--- src/rtl/multiplier_batch_control_pkg.sv ---
// Shared constants, FSM state type and the combinational fp32 multiply
// evaluated in the first stage of the shared multiplier core.
`ifndef MBC_GLOBALS_DEFINED
`define MBC_GLOBALS_DEFINED
`define SINGLE 32
`define MUL_LATENCY 5
`define ENA_MATH 1
`endif

package multiplier_batch_control_pkg;

  typedef enum logic [1:0] {
    IDLE  = 2'd0,
    ISSUE = 2'd1,
    DRAIN = 2'd2
  } state_t;

  localparam logic [31:0] QNAN = 32'h7FC0_0000;

  function automatic int tag_bits(input int n);
    return (n > 1) ? $clog2(n) : 1;
  endfunction

  // Round-to-nearest-even single multiply; subnormal inputs and results flush to zero.
  function automatic logic [31:0] fp32_mul(input logic [31:0] a, input logic [31:0] b);
    logic               sign;
    logic               a_zero, b_zero, a_inf, b_inf, a_nan, b_nan;
    logic [47:0]        prod;
    logic [22:0]        mant;
    logic               guard, sticky;
    logic signed [9:0]  e_sum;
    logic [30:0]        mag;
    sign   = a[31] ^ b[31];
    a_zero = (a[30:23] == 8'd0);
    b_zero = (b[30:23] == 8'd0);
    a_inf  = (a[30:23] == 8'hFF) && (a[22:0] == 23'd0);
    b_inf  = (b[30:23] == 8'hFF) && (b[22:0] == 23'd0);
    a_nan  = (a[30:23] == 8'hFF) && (a[22:0] != 23'd0);
    b_nan  = (b[30:23] == 8'hFF) && (b[22:0] != 23'd0);
    prod   = {24'd0, 1'b1, a[22:0]} * {24'd0, 1'b1, b[22:0]};
    e_sum  = $signed({2'b00, a[30:23]}) + $signed({2'b00, b[30:23]}) - 10'sd127;
    if (prod[47]) begin
      mant   = prod[46:24];
      guard  = prod[23];
      sticky = |prod[22:0];
      e_sum  = e_sum + 10'sd1;
    end else begin
      mant   = prod[45:23];
      guard  = prod[22];
      sticky = |prod[21:0];
    end
    // A rounding carry out of the mantissa ripples into the exponent field.
    mag = {e_sum[7:0], mant};
    if (guard && (sticky || mant[0])) begin
      mag = mag + 31'd1;
    end
    if (a_nan || b_nan || (a_inf && b_zero) || (b_inf && a_zero)) begin
      return QNAN;
    end
    if (a_inf || b_inf) begin
      return {sign, 8'hFF, 23'd0};
    end
    if (a_zero || b_zero) begin
      return {sign, 31'd0};
    end
    if (e_sum >= 10'sd255) begin
      return {sign, 8'hFF, 23'd0};
    end
    if (e_sum <= 10'sd0) begin
      return {sign, 31'd0};
    end
    return {sign, mag};
  endfunction

endpackage

--- src/rtl/multiplier_batch_control_mul_tag_pipe.sv ---
// Pipelined fp32 multiplier core with a matching {valid, tag} shift register,
// so results come out labelled with the tag they were issued under.
module mul_tag_pipe
  import multiplier_batch_control_pkg::*;
#(
  parameter int WIDTH   = `SINGLE,
  parameter int LATENCY = `MUL_LATENCY,
  parameter int TAG_W   = 2
) (
  input  logic             clk,
  input  logic             rst,
  input  logic [WIDTH-1:0] a,
  input  logic [WIDTH-1:0] b,
  input  logic             in_valid,
  input  logic [TAG_W-1:0] in_tag,
  output logic [WIDTH-1:0] result,
  output logic             out_valid,
  output logic [TAG_W-1:0] out_tag
);

  logic clr;
  assign clr = ~rst;

  for (genvar gi = 0; gi < LATENCY; gi++) begin : g_stage
    logic [WIDTH-1:0] data_reg;
    logic             valid_reg;
    logic [TAG_W-1:0] tag_reg;

    if (gi == 0) begin : g_head
      // The arithmetic happens here; later stages only carry it along.
      always_ff @(posedge clk) begin
        if (clr) begin
          data_reg  <= '0;
          valid_reg <= 1'b0;
          tag_reg   <= '0;
        end else begin
          data_reg  <= fp32_mul(a, b);
          valid_reg <= in_valid;
          tag_reg   <= in_tag;
        end
      end
    end else begin : g_body
      always_ff @(posedge clk) begin
        if (clr) begin
          data_reg  <= '0;
          valid_reg <= 1'b0;
          tag_reg   <= '0;
        end else begin
          data_reg  <= g_stage[gi-1].data_reg;
          valid_reg <= g_stage[gi-1].valid_reg;
          tag_reg   <= g_stage[gi-1].tag_reg;
        end
      end
    end
  end

  assign result    = g_stage[LATENCY-1].data_reg;
  assign out_valid = g_stage[LATENCY-1].valid_reg;
  assign out_tag   = g_stage[LATENCY-1].tag_reg;

endmodule

--- src/rtl/multiplier_batch_control.sv ---
// Batch controller: snapshots N_CH operand pairs on sta, streams them through one
// shared multiplier, gathers results by tag and publishes the vector with done_sig.
module multiplier_batch_control
  import multiplier_batch_control_pkg::*;
#(
  parameter int N_CH    = 4,
  parameter int WIDTH   = `SINGLE,
  parameter int LATENCY = `MUL_LATENCY
) (
  input  logic                  clk,
  input  logic                  rst,
  input  logic                  sta,
  input  logic                  mode,
  input  logic [N_CH*WIDTH-1:0] x_bus,
  input  logic [N_CH*WIDTH-1:0] y_bus,
  output logic [N_CH*WIDTH-1:0] xy_bus,
  output logic                  done_sig,
  output logic                  busy,
  output logic                  sta_drop
);

  localparam int TAG_W = tag_bits(N_CH);
  localparam logic [TAG_W-1:0] LAST_TAG = TAG_W'(N_CH - 1);

  state_t                       state_reg, state_next;
  logic [TAG_W-1:0]             cnt_reg, cnt_next;
  logic                         mode_reg;
  logic [N_CH-1:0][WIDTH-1:0]   x_snap_reg, y_snap_reg;
  logic [N_CH-1:0][WIDTH-1:0]   staging_reg;
  logic [N_CH-1:0][WIDTH-1:0]   xy_reg;
  logic                         done_reg, busy_reg, drop_reg;

  logic                         accept, issue_valid, finish;
  logic [WIDTH-1:0]             issue_x, issue_y;
  logic [WIDTH-1:0]             core_result;
  logic                         core_valid;
  logic [TAG_W-1:0]             core_tag;

  always_ff @(posedge clk) begin
    if (!rst) begin
      state_reg <= IDLE;
      cnt_reg   <= '0;
    end else begin
      state_reg <= state_next;
      cnt_reg   <= cnt_next;
    end
  end

  always_comb begin
    state_next  = state_reg;
    cnt_next    = cnt_reg;
    accept      = 1'b0;
    issue_valid = 1'b0;
    finish      = 1'b0;
    case (state_reg)
      IDLE: begin
        if (sta) begin
          accept     = 1'b1;
          cnt_next   = '0;
          state_next = ISSUE;
        end
      end
      ISSUE: begin
        issue_valid = 1'b1;
        if (cnt_reg == LAST_TAG) begin
          state_next = DRAIN;
        end else begin
          cnt_next = cnt_reg + 1'b1;
        end
      end
      DRAIN: begin
        // Tags return in issue order, so the last channel's result closes the batch.
        if (core_valid && core_tag == LAST_TAG) begin
          finish     = 1'b1;
          state_next = IDLE;
        end
      end
      default: state_next = IDLE;
    endcase
  end

  always_comb begin
    issue_x = '0;
    issue_y = '0;
    for (int i = 0; i < N_CH; i++) begin
      if (cnt_reg == TAG_W'(i)) begin
        issue_x = x_snap_reg[i];
        issue_y = y_snap_reg[i];
      end
    end
    if (mode_reg) begin
      issue_y = y_snap_reg[0];
    end
  end

  always_ff @(posedge clk) begin
    if (!rst) begin
      x_snap_reg <= '0;
      y_snap_reg <= '0;
      mode_reg   <= 1'b0;
    end else if (accept) begin
      x_snap_reg <= x_bus;
      y_snap_reg <= y_bus;
      mode_reg   <= mode;
    end
  end

  mul_tag_pipe #(
    .WIDTH   (WIDTH),
    .LATENCY (LATENCY),
    .TAG_W   (TAG_W)
  ) u_mul_tag_pipe (
    .clk       (clk),
    .rst       (rst),
    .a         (issue_x),
    .b         (issue_y),
    .in_valid  (issue_valid),
    .in_tag    (cnt_reg),
    .result    (core_result),
    .out_valid (core_valid),
    .out_tag   (core_tag)
  );

  // The final result bypasses staging so the whole vector publishes in one edge.
  always_ff @(posedge clk) begin
    if (!rst) begin
      staging_reg <= '0;
      xy_reg      <= '0;
    end else begin
      for (int i = 0; i < N_CH; i++) begin
        if (core_valid && core_tag == TAG_W'(i)) begin
          staging_reg[i] <= core_result;
        end
      end
      if (finish) begin
        for (int i = 0; i < N_CH; i++) begin
          xy_reg[i] <= (core_tag == TAG_W'(i)) ? core_result : staging_reg[i];
        end
      end
    end
  end

  always_ff @(posedge clk) begin
    if (!rst) begin
      done_reg <= 1'b0;
      busy_reg <= 1'b0;
      drop_reg <= 1'b0;
    end else begin
      done_reg <= finish;
      busy_reg <= (state_next != IDLE);
      drop_reg <= sta && (state_reg != IDLE);
    end
  end

  assign xy_bus   = xy_reg;
  assign done_sig = done_reg;
  assign busy     = busy_reg;
  assign sta_drop = drop_reg;

endmodule

--- config.mk ---
export PLATFORM = sky130hd
export DESIGN_NAME = multiplier_batch_control
export DESIGN_NICKNAME = d
export VERILOG_FILES = /design/src/rtl/multiplier_batch_control_pkg.sv /design/src/rtl/multiplier_batch_control_mul_tag_pipe.sv /design/src/rtl/multiplier_batch_control.sv
export SDC_FILE = /design/constraint.sdc
export NUM_CORES = 2
export LEC_CHECK = 0
export CORE_AREA = 2 2 307 309
export DETAILED_ROUTE_END_ITERATION = 10
export DIE_AREA = 0 0 309 311
export PLACE_DENSITY = 0.7
export SLEW_MARGIN = 20
export SYNTH_ARGS = -nofsm -noshare
export SYNTH_HDL_FRONTEND = slang
export SYNTH_SLANG_ARGS = --single-unit
--- constraint.sdc ---
create_clock -name clk -period 27.9 [get_ports clk]
set_input_delay 5.58 -clock clk [delete_from_list [all_inputs] [get_ports clk]]
set_output_delay 5.58 -clock clk [all_outputs]
set_load 0.05 [all_outputs]
* Yosys cells after proc, flatten, opt, wreduce, memory -nomap -nowiden
Cells that the tools add are included.
** Word-level totals
- Register bits after elaboration :: 695
- Output and inout bits :: 131
** Cells by class
- $add $sub $neg :: 5
- Multiply operators :: 1
- $lt $le $gt $ge :: 2
- Equality and inequality tests :: 12
- Muxes and demuxes :: 65
- Bitwise operators :: 1
- Reductions and logical operators :: 33
** Operators by type and width (count)
- 2-to-1 mux 32 bit :: 24
- multiplier 24 x 24 -> 48 bit :: 1
- logical NOT 23 bit :: 2
- 2-to-1 mux 23 bit :: 2
- nonzero test 23 bit :: 2
- adder 31 x 1 -> 31 bit, second input constant :: 1
- 2-to-1 mux 31 bit :: 1
- 2-to-1 mux 1 bit :: 29
- OR reduction 23 bit :: 1
- OR reduction 22 bit :: 1
- 2-to-1 mux 10 bit :: 2
- == test 8 bit, second input constant :: 2
- logical NOT 8 bit :: 2
- logical AND 1 bit :: 12
- adder 10 x 2 -> 10 bit, second input constant :: 1
- == test 2 bit, second input constant :: 5
- greater-or-equal comparator 10 x 9 -> 1 bit, second input constant :: 1
- <= comparator 10 x 1 -> 1 bit, second input constant :: 1
- 2-to-1 mux 2 bit :: 5
- subtractor 10 x 8 -> 10 bit, second input constant :: 1
- adder 8 x 8 -> 9 bit :: 1
- == test 2 x 1 -> 1 bit, second input constant :: 3
- logical NOT 2 bit :: 3
- logical OR 1 bit :: 6
- 7 further kinds :: 10

* Longest topological paths before layout
- Word-level depth :: 32
- Mapped depth :: 48
- Mapped depth without buffers :: 38

* By module
A second synthesis with hierarchy kept.
** Unflattened totals
- Cells, all modules :: 5631
- Area, all modules :: 47506.8 sq um
** By module, submodules not included
- mul_tag_pipe :: times used 1, cells each 3001, area an instance 26496.7 sq um, seq. area each 3503.4 sq um
- multiplier_batch_control :: times used 1, cells each 2630, area an instance 21010.2 sq um, seq. area each 9769.4 sq um

* Worst setup path after synthesis
Ideal clock, no wire load.
- Path kind :: reg2reg
- Start point :: reg cnt_reg[1]
- End point :: reg u_mul_tag_pipe.g_stage[0].data_reg[10]
- Data arrival time :: 10109 ps
- Data required time :: 27776 ps
- Setup slack :: 17667 ps
- Stages on the path, launching flop included :: 46
- Path buffers :: 11
- Period minus slack after synthesis :: 10233 ps
- Cell sequence :: dfxtp_1 inv_1 ha_1 buf_2 clkbuf_1 clkbuf_1 clkbuf_1 a21oi_1 o32a_1 clkbuf_1 inv_1 buf_1 nand2_1 fa_1 inv_1 fa_1 inv_1 fa_1 (+10 left out) nor4_4 a21oi_2 and3_4 a21boi_4 o211a_1 buf_4 clkbuf_1 clkbuf_1 nor2_1 nor2_1 ha_1 inv_1 a311o_2 or3b_1 buf_4 nor3_2 a211o_1 a31oi_1
** Between the ends
- Longest elaborated chain between the ends :: 23
- Elaborated cells between the ends (all ways) :: 81
- Those cells by class :: add/sub (4); mul (1); order compare (2); eq/ne (5); mux (47); reduce/logical (22)
** Ends and longest elaborated chain
- start, declared :: line multiplier_batch_control.sv:26 : logic [TAG_W-1:0] cnt_reg, cnt_next;
- start signal, assigned :: line multiplier_batch_control.sv:45 : cnt_reg <= cnt_next;
- logical NOT 2 bit :: line multiplier_batch_control.sv:86 : if (cnt_reg == TAG_W'(i)) begin
- 2-to-1 mux 32 bit (4 in series) :: line multiplier_batch_control.sv:86
- 2-to-1 mux 32 bit :: line multiplier_batch_control.sv:91 : if (mode_reg) begin
- adder 8 x 8 -> 9 bit :: line multiplier_batch_control_pkg.sv:41 : e_sum = $signed({2'b00, a[30:23]}) + $signed({2'b00, b[30:23]}) - 10'sd127;
- subtractor 10 x 8 -> 10 bit :: line multiplier_batch_control_pkg.sv:41
- adder 10 x 2 -> 10 bit :: line multiplier_batch_control_pkg.sv:46 : e_sum = e_sum + 10'sd1;
- 2-to-1 mux 10 bit :: line multiplier_batch_control_pkg.sv:42 : if (prod[47]) begin
- 2-to-1 mux 10 bit :: line multiplier_batch_control_mul_tag_pipe.sv:32 : if (clr) begin
- (+4 left out)
- 2-to-1 mux 1 bit :: line multiplier_batch_control_pkg.sv:63 : if (a_zero || b_zero) begin
- 2-to-1 mux 1 bit :: line multiplier_batch_control_pkg.sv:60 : if (a_inf || b_inf) begin
- 2-to-1 mux 1 bit :: line multiplier_batch_control_mul_tag_pipe.sv:32
- 2-to-1 mux 32 bit :: line multiplier_batch_control_pkg.sv:72 : return {sign, mag};
- 2-to-1 mux 32 bit :: line multiplier_batch_control_pkg.sv:69 : if (e_sum <= 10'sd0) begin
- 2-to-1 mux 32 bit :: line multiplier_batch_control_pkg.sv:66 : if (e_sum >= 10'sd255) begin
- 2-to-1 mux 32 bit :: line multiplier_batch_control_pkg.sv:63
- 2-to-1 mux 32 bit (*) :: line multiplier_batch_control_pkg.sv:60
- end signal, assigned :: line multiplier_batch_control_mul_tag_pipe.sv:37 : data_reg <= fp32_mul(a, b);
- end, declared :: line multiplier_batch_control_mul_tag_pipe.sv:25 : logic [WIDTH-1:0] data_reg;
Every way passes the cells marked *; elsewhere a longest branch is shown, timed or not. The select of a mux whose other input is x is not followed.
A chain may end at the register's enable or synchronous reset.

* Worst setup path after layout
- Start point :: reg cnt_reg[0]
- End point :: reg u_mul_tag_pipe.g_stage[0].data_reg[18]
Same word-level chain as after synthesis.

==> results.py <==
metrics = {
    "clocking": {
        "cts_made_buffers": 70,
        "htree_levels": 3,
        "path_clk_slew_ns": 0.06,
        "cts_num_sinks": 663,
        "cts_resized": 0,
        "clk_path_buf_depth": 3,
        "postCtsSetupBuffers": 0,
        "cts_tree": "done",
        "postCtsHoldBufs": 0,
        "clock_latency_ns": 0.64,
        "root_buffer": "clkbuf_16",
    },
    "worst_setup_path": {
        "critical_path.max_stage_delay_ns": 0.69,
        "crit_path_frequent_cell": "fa_1",
        "rr_worst_depth": 33,
        "endpoint_kind": "flip-flop",
        "cp.arrival_ns": 12.91,
        "crit_path_start_kind": "flip-flop",
        "crit_fanout": 57,
        "critical_path.top_delay_family": "adder cells",
        "criticalPathCategory": "flip-flop to flip-flop",
        "critPathBufInv": 8,
        "cp.depth": 33,
        "cp_slowest_cell": "o32a_1",
        "required_ns": 28.40,
    },
    "synthesis": {
        "ys_top_cells_by_count": "nand2_1 (1,187), dfxtp_1 (663), inv_1 (624)",
        "ys_seq_area_share_pct": 28.7,
        "synthDistinctLibCells": 104,
        "postSynthAreaPerCell_um2": 8.15,
        "synthDominantCellAreaShare_pct": 28.7,
        "synth_seq_cells": 663,
        "synth_area_um2": 46200,
        "synth_nets": 6596,
        "yosys_warnings": 0,
        "synthMostInstantiatedCell": "nand2_1",
        "ys_top_cells_by_area": "dfxtp_1 (29%), fa_1 (21%), nand2_1 (9.7%)",
        "synthCells": 5665,
        "async_flop_share_pct": 0,
        "synth-edff-count": 0,
        "synth_top_cell_by_area": "dfxtp_1",
        "ys.flop_type": "dfxtp_1",
    },
    "die": {
        "die_area_um2": 96100,
        "core_area_um2": 92800,
        "rows": 112,
        "die_w_um": 309,
        "die_height_um": 311,
        "num_io_pins": 391,
        "start_util_pct": 49.8,
    },
    "job": {
        "max_cap_viol_count": 0,
    },
    "routing": {
        "firstDrtPassIters": 7,
        "vias": 39800,
        "wl_per_cell_um": 20.3,
        "drc": 0,
        "drt-total-wl_mm": 144,
        "vias_per_cell": 5.62,
        "drt_iter0_drc": 3563,
        "antenna_left": 0,
    },
    "global_route": {
        "grt_pass1_wl_mm": 222,
        "grt_start_max_net_pins": 124,
        "track_usage_pct": 29.6,
        "antenna_found_initial": 3,
        "grt_pass1_vias": 39000,
        "grt.overflow.total": 0,
    },
    "pwr": {
        "switching_share_pct": 34.0,
        "internal_power_w": 0.00183,
        "p_per_area_nw_per_um2": 52.1,
        "clockPowerShare_pct": 35.0,
        "vdd_drop_max_v": 0.0000440,
        "total_leakage_power_nw": 22.1,
        "seqPwrFrac_pct": 35.7,
        "switchingPower_w": 0.000941,
        "p_comb_share_pct": 29.2,
    },
    "placed_design": {
        "dpl_worst_slack_ns": 15.60,
        "io_buffers": 390,
        "gp_congestion": 0.998,
        "hpwl_mm": 108,
    },
    "min_path": {
        "hold_class": "flip-flop to flip-flop",
        "hold_path_depth": 1,
    },
    "timing": {
        "setup_viol": 0,
        "setup_tns_ns": 0,
        "period_needed_ns": 12.41,
        "tightest_slew_ns": 1.16,
        "fin_skew_ns": 0.0290,
        "fmax_ghz": 0.0806,
        "period_share_pct": 44.5,
        "relSlewSlack_pct": 22.6,
        "finalMaxSlewViolations": 0,
        "finalHoldViolCount": 0,
        "setup_ws_ns": 15.49,
        "grt_setup_unrepaired": "false",
    },
    "final_layout": {
        "syn_to_final_growth_pct": 15.1,
        "final_layout_size_suffix_gt1_share_pct": 4.43,
        "nets": 6702,
    },
    "run_status": {
        "status": "complete, no violations",
    },
}
layer usage:
metal	wire, µm	track usage [%]	part of all wire (%)	vias to the layer above
li1	-	-	-	18300
met1	56700	37.4	39	19200
met2	66800	48.2	46	1881
met3	12600	5.91	8.7	438
met4	8030	14.9	5.6	0
met5	0	0	0	-
power by group through the flow:
| stage | Clock (W) | Combinational, W | Sequential, W |
|---|---|---|---|
| floorplan | 0 | 0.000550 | 0.00101 |
| CTS | 0.000985 | 0.000797 | 0.000990 |
| global placement | 0 | 0.000785 | 0.00101 |
| detailed placement | 0 | 0.000794 | 0.00101 |
| finish | 0.000971 | 0.000810 | 0.000990 |
| global route | 0.00103 | 0.000888 | 0.000993 |
layout by cell type, fill, tap and decap left out, types with 9 or more instances in the layout:
cell type	count
nand3b_1	22
clkdlybuf4s50_1	389
buf_4	54
nand4_1	34
xnor2_1	53
a21oi_1	537
clkbuf_16	70
o32a_1	9
o21ai_1	17
inv_1	624
and3_1	17
o21ai_0	96
o31ai_1	12
and2_1	159
a211oi_1	70
nand2_1	1186
clkinv_2	10
or3_1	11
nand2b_1	14
dfxtp_1	662
nor2b_1	40
o211ai_1	16
or2_2	9
nor3_1	42
a311oi_1	33
a31oi_1	23
a2bb2oi_1	13
a21o_1	22
a221oi_1	26
clkbuf_1	12
nor2_1	486
nand3_1	39
xor2_1	25
fa_1	483
clkbuf_8	22
o21a_1	10
nor4_1	19
mux2i_1	76
ha_1	185
through the flow:
step / cells / total power [W] / area [µm²] / utilization [%] / hold slack [ns]
2_1_floorplan: 5665 / 0.00156 / 46200 / - / 0.412
3_3_place_gp: 6953 / 0.00180 / 50700 / 54.6 / 0.413
3_5_place_dp: 6953 / 0.00181 / 50700 / 54.6 / 0.417
4_1_cts: 7082 / 0.00277 / 53100 / 57.3 / 0.401
5_1_grt: 7084 / 0.00291 / 53200 / 57.3 / 0.424
6_report: 7085 / 0.00277 / 53200 / 57.3 / 0.405
cells by family (layout without fill, tap and decap cells):
kind of cell	count (synthesis)	count (layout)	share of synthesized area, %
other	0	3	0
muxes	78	78	1.70
and+or+nand+nor	2137	2137	20.1
DFF	663	663	28.7
adders and majority gates	671	671	26.0
AOI/OAI and AO/OA	993	993	13.3
buffers and inverters	1043	1206	8.61
xor gates and xnor gates	80	80	1.55
worst paths after layout:
path,from,endpoint,slack (ns)
hold reg to reg,u_mul_tag_pipe.g_stage[3].data_reg[12],u_mul_tag_pipe.result[12],0.40
setup reg to reg,cnt_reg[0],u_mul_tag_pipe.g_stage[0].data_reg[18],15.49
setup / recovery,cnt_reg[0],u_mul_tag_pipe.g_stage[0].data_reg[18],15.49
hold / removal,u_mul_tag_pipe.g_stage[3].data_reg[12],u_mul_tag_pipe.result[12],0.40
worst reg2reg max path: cells and delay by family (launching register included):
family	cells	cell delay [ns]
adder cells (fa/ha/maj)	9	4.60
AO/OA/AOI/OAI	6	1.65
flip-flops	1	0.49
buffers and inverters	8	1.83
AND/OR/NAND/NOR	10	3.74
final cells by class:
class,count,area (µm²)
Fill cell,8470,39600
Clock inverter,25,372
Timing Repair Buffer,443,4300
Antenna cell,3,7.51
Tap cell,1254,1570
Inverter,634,2390
Multi-Input combinational cell,3959,29100
Clock buffer,104,2100
Sequential cell,663,13300
(Power assumes the default switching activity.)
